==> config.mk <==
export PLATFORM = sky130hd
export DESIGN_NAME = pc_unit
export DESIGN_NICKNAME = d
export VERILOG_FILES = /design/src/rtl/pc_unit.sv
export SDC_FILE = /design/constraint.sdc
export NUM_CORES = 1
export LEC_CHECK = 0
export ABC_AREA = 1
export ABC_CLOCK_PERIOD_IN_PS = 1720
export CELL_PAD_IN_SITES_DETAIL_PLACEMENT = 0
export CELL_PAD_IN_SITES_GLOBAL_PLACEMENT = 1
export CORE_AREA = 2 2 101 103
export DETAILED_ROUTE_END_ITERATION = 8
export DIE_AREA = 0 0 103 105
export DONT_BUFFER_PORTS = 1
export GPL_TIMING_DRIVEN = 1
export PLACE_DENSITY = 0.86
export SLEW_MARGIN = 10
export SYNTH_ARGS = -nofsm -noshare
export SYNTH_HDL_FRONTEND = slang
export SYNTH_SLANG_ARGS = --single-unit
==> constraint.sdc <==
create_clock -name clk -period 1.72 [get_ports clk]
set_input_delay 0.344 -clock clk [delete_from_list [all_inputs] [get_ports clk]]
set_output_delay 0.344 -clock clk [all_outputs]
set_load 0.01 [all_outputs]
==> src/rtl/pc_unit.sv <==
// pc_unit -- program-counter unit at the head of the IF stage.
//
// Holds the fetch PC and produces PC+INC. Supports stall hold, branch/jump
// redirect (branch beats jump), exception vectoring and a one-entry buffer
// that keeps a redirect which arrives while the pipeline is stalled.
//
// Optional build macro: PC_ALIGN_CHK_EN
//   When defined, a redirect whose target has bits[1:0] != 0 is replaced by
//   EXC_VECTOR and the extra output `misalign` pulses alongside `flush`.
//   When undefined, targets are loaded verbatim and `misalign` does not exist.
//
// Ports:
//   clk               rising-edge clock
//   rst_n             asynchronous reset, active low
//   stall             hold PC this cycle
//   br_taken          branch resolved taken
//   br_target         branch target
//   jmp_valid         jump request
//   jmp_target        jump target
//   exc_req           exception request (overrides stall and any redirect)
//   pc                current fetch address (registered)
//   pc_next_seq       pc + INC (combinational, wraps)
//   flush             registered pulse: pc now holds a redirected value
//   redirect_pending  registered: a redirect is buffered
//   misalign          (PC_ALIGN_CHK_EN only) registered pulse: a misaligned
//                     redirect was replaced by EXC_VECTOR
//
// State | meaning
// ------+------------------------------------------------------------
// RUN   | normal fetch; no redirect buffered
// PEND  | a redirect arrived during a stall; applied when stall drops

module pc_unit #(
  parameter int              XLEN         = 32,
  parameter logic [XLEN-1:0] RESET_VECTOR = '0,
  parameter logic [XLEN-1:0] EXC_VECTOR   = XLEN'(32'h0000_0080),
  parameter int              INC          = 4
) (
  input  logic            clk,
  input  logic            rst_n,
  input  logic            stall,
  input  logic            br_taken,
  input  logic [XLEN-1:0] br_target,
  input  logic            jmp_valid,
  input  logic [XLEN-1:0] jmp_target,
  input  logic            exc_req,
  output logic [XLEN-1:0] pc,
  output logic [XLEN-1:0] pc_next_seq,
  output logic            flush,
  output logic            redirect_pending
`ifdef PC_ALIGN_CHK_EN
  ,
  output logic            misalign
`endif
);

  typedef enum logic {RUN = 1'b0, PEND = 1'b1} state_t;

  state_t          state;
  logic [XLEN-1:0] pend_target;

  logic            redir;
  logic [XLEN-1:0] redir_target;
  // Values actually loaded into pc for an immediate or buffered redirect,
  // after any alignment substitution.
  logic [XLEN-1:0] run_load;
  logic [XLEN-1:0] pend_load;

  assign pc_next_seq  = pc + XLEN'(INC);
  assign redir        = br_taken | jmp_valid;
  assign redir_target = br_taken ? br_target : jmp_target;

`ifdef PC_ALIGN_CHK_EN
  logic run_bad;
  logic pend_bad;

  // The buffer keeps the raw target; the check happens when it is applied.
  always_comb begin
    run_bad   = (redir_target[1:0] != 2'b00);
    pend_bad  = (pend_target[1:0] != 2'b00);
    run_load  = run_bad  ? EXC_VECTOR : redir_target;
    pend_load = pend_bad ? EXC_VECTOR : pend_target;
  end
`else
  assign run_load  = redir_target;
  assign pend_load = pend_target;
`endif

  always_ff @(posedge clk or negedge rst_n) begin
    if (!rst_n) begin
      state            <= RUN;
      pc               <= RESET_VECTOR;
      pend_target      <= '0;
      flush            <= 1'b0;
      redirect_pending <= 1'b0;
`ifdef PC_ALIGN_CHK_EN
      misalign         <= 1'b0;
`endif
    end else begin
      flush <= 1'b0;
`ifdef PC_ALIGN_CHK_EN
      misalign <= 1'b0;
`endif
      case (state)
        RUN: begin
          if (exc_req) begin
            pc    <= EXC_VECTOR;
            flush <= 1'b1;
          end else if (redir && !stall) begin
            pc    <= run_load;
            flush <= 1'b1;
`ifdef PC_ALIGN_CHK_EN
            misalign <= run_bad;
`endif
          end else if (redir) begin
            pend_target      <= redir_target;
            redirect_pending <= 1'b1;
            state            <= PEND;
          end else if (!stall) begin
            pc <= pc_next_seq;
          end
        end
        PEND: begin
          // New redirects are ignored here: the oldest one wins.
          if (exc_req) begin
            pc               <= EXC_VECTOR;
            flush            <= 1'b1;
            redirect_pending <= 1'b0;
            state            <= RUN;
          end else if (!stall) begin
            pc               <= pend_load;
            flush            <= 1'b1;
            redirect_pending <= 1'b0;
            state            <= RUN;
`ifdef PC_ALIGN_CHK_EN
            misalign <= pend_bad;
`endif
          end
        end
        default: state <= RUN;
      endcase
    end
  end

endmodule
==> flow_summary.yaml <==
sta:
  worst_slew_pin_slew_ns: 0.742
  finalCritPeriodShare_pct: 121
  rsz0062_at_grt: "yes"
  setup_violations: 28
  finalHoldViolCount: 67
  hold_ws_ns: -0.322
  slew_headroom_pct: 50.5
  fmax_mhz: 482
  slew_violations: 0
  worst_clock_skew_ns: 0.0174
  worst_slack_ns: -0.356
  min_period_ns: 2.08
logic_synthesis:
  synth_top_area_share_pct: 39.0
  synthTopCellsByArea: "dfrtp_1, nand2_1, nor2_1"
  syn_inst: 593
  syn-num-nets: 664
  synth_cell_types: 36
  synthesis.area_um2: 4300
  ys_seq_area_share_pct: 39.0
  syn_avg_cell_area_um2: 7.25
  synth_seq_cells: 67
  synth.largest_area_cell: "dfrtp_1"
  yosysWarningCount: 0
worst_setup_path:
  path_cells: "ha_2 > nand2_2 > nor2_4 > nand2_4 > nor2_8 > nand3_2 > and2_4"
  cp-end-kind: "primary output"
  cp.required_ns: 1.38
  crit_fanout: 5
  slowest_delay_ns: 0.37
  crit_type: "flip-flop to primary output"
  arrival_ns: 1.73
  reg2reg_slack_ns: 0.05
  startpoint_type: "flip-flop"
  r2r-start: "pc[3]$_DFFE_PN0P_"
  slowest_stage: "dfrtp_1"
  r2r_end: "pc[7]$_DFFE_PN0P_"
  worstRegToRegCells: 9
pwr:
  p_leak_nw: 2.44
  clockPowerShare_pct: 27.3
  sw_frac_of_total_pct: 34.2
  pwr-share-seq_pct: 45.6
  p_comb_share_pct: 27.0
  p_sw_w: 0.00151
  finalPower_w: 0.00441
  p_int_w: 0.00290
  power_density_nw_per_um2: 843
  ir_drop_mv: 0.318
hold_path:
  hp-class: "input pin to async pin"
global_routing:
  antenna_found_initial: 0
  grt_pass1_vias: 3758
  grt_usage_pct: 23.5
  grt_max_degree: 68
  grt_pass1_wl_mm: 19.5
  grt.overflow.total: 0
die:
  start_util_pct: 44.6
  die_area_um2: 10800
  die_y_um: 105
  die_width_um: 103
  row_count: 36
  core_region_area_um2: 9640
  ios: 136
clock_network:
  clk_path_buf_depth: 2
  clockRootBuffer: "clkbuf_8"
  insertion_delay_ns: 0.36
  cts_made_buffers: 9
  cts.sink_count: 67
  tritoncts: "done"
  clkTransAtPathRegs_ns: 0.08
  htreeDepth: 3
layout:
  final_util_pct: 54.3
  final_nets: 711
  final_cell_mix: "nand2_1, nor2_1, dfrtp_1"
  diodes: 0
  fin_area_um2: 5230
  final_common_cell: "nand2_1"
  drive_gt1_share_pct: 23.3
  area_growth_pct: 21.7
drt:
  drtIter0Drc: 219
  num_vias: 4004
  firstDrtPassIters: 7
  top_layer_used: "met4"
  vias_per_cell: 5.15
  wirelength_mm: 12.4
  wl_met2_mm: 5.63
  drtAntennaViolNets: 0
  wl_met1_mm: 5.62
  routedWlPerCell_um: 15.9
  drc_errors: 0
  dr_wl_met3_um: 876
status:
  violations: "hold timing, setup timing"
  outcome: "complete, but fails checks"
job:
  cap_violations: 0
placed_design:
  hpwl_mm: 9.00
  io_buffers: 0
  gp_congestion: 0.897
  place_area_um2: 4720
-- layer usage --
layer	track usage, %	up-vias
li1	-	1967
met1	34.2	1878
met2	34.1	141
met3	4.95	18
met4	8.65	0
met5	0	-
-- registers in the layout, indices dropped and copies added, names as in the netlist --
register and cells:
pc 32, flush 1, pend_load 32, redirect_pending 1, state 1
-- repair_timing --
action / in CTS / in global routing
resized for setup: 38 / 22
buffers inserted: 9 / 6
cloned: 0 / 0
pin swaps: 28 / 25
endpoints found under the setup margin: 28 / 36
hold endpoints to repair: 67 / 67
-- power groups by stage --
stage                     Clock, W  Combinational, W  Sequential (W)
after floorplan                  0          0.000646         0.00207
after global placement           0           0.00105         0.00202
after detailed placement         0           0.00107         0.00203
after CTS                  0.00122           0.00115         0.00200
after global routing       0.00130           0.00132         0.00204
final                      0.00121           0.00119         0.00201
-- kinds of logic after synthesis --
logic type,after synthesis,share of synthesized area (%)
xor+xnor,14,3.90
flops,67,39.0
simple gates,330,33.0
fa+ha+maj,1,0.291
buf+inv,63,6.40
mux,26,6.06
compound gates,92,11.3
-- per-stage QoR --
stage	TNS, ns	instances	setup WS [ns]
global route	-10.17	778	-0.445
finish	-7.62	778	-0.356
floorplan	0	593	0.00736
global placement	0	749	0.0275
detailed placement	-0.0285	749	-0.0115
CTS	-8.17	773	-0.375
-- layout make-up --
class / count / area, um2
fill: 959 / 4410
multi-input combinational: 463 / 2560
sequential: 67 / 1680
timing repair buffer: 61 / 505
tap: 133 / 166
clock buffer: 14 / 163
inverter: 38 / 145
clock inverter: 2 / 10.0
-- worst max-delay path by stage --
| stage | startpoint | end | depth (start not counted) |
|---|---|---|---|
| final | pc[3]$_DFFE_PN0P_ | pc_next_seq[22] | 7 |
| after global routing | pc[3]$_DFFE_PN0P_ | pc_next_seq[19] | 6 |
| after CTS | pc[3]$_DFFE_PN0P_ | pc_next_seq[20] | 7 |
| after detailed placement | pc[2]$_DFFE_PN0P_ | pc_next_seq[20] | 7 |
| after global placement | pc[2]$_DFFE_PN0P_ | pc_next_seq[22] | 8 |
| after floorplan | pc[3]$_DFFE_PN0P_ | pc_next_seq[22] | 7 |
-- synthesized netlist by cell type --
master      n
nand3_1    12
xor2_2      6
nand3b_1    7
nand2_1   193
o21bai_1    1
nand2_2     7
a41oi_1     1
buf_1       1
nor3_2      1
nor2_2      6
buf_4       4
ha_1        1
buf_6       2
nand4_1     1
o211ai_1    1
and2_1      3
nor2_8      1
nor2_4      9
a21oi_1    30
nand2_4     1
buf_2       7
clkbuf_1   11
a31oi_1     1
o21a_1      1
xnor2_1     1
o21ai_1     4
xor2_1      7
inv_1      33
o21ai_2     1
o21ai_0    48
dfrtp_1    67
mux2i_1    26
a22oi_1     3
nor2_1     89
o22ai_1     1
inv_2       5
-- worst max-delay path: cells and delay by family, from the launching register on --
kind	cells	cell delay [ns]
simple gates	6	0.79
flops	1	0.37
fa+ha+maj	1	0.20
(Power assumes the default switching activity.)
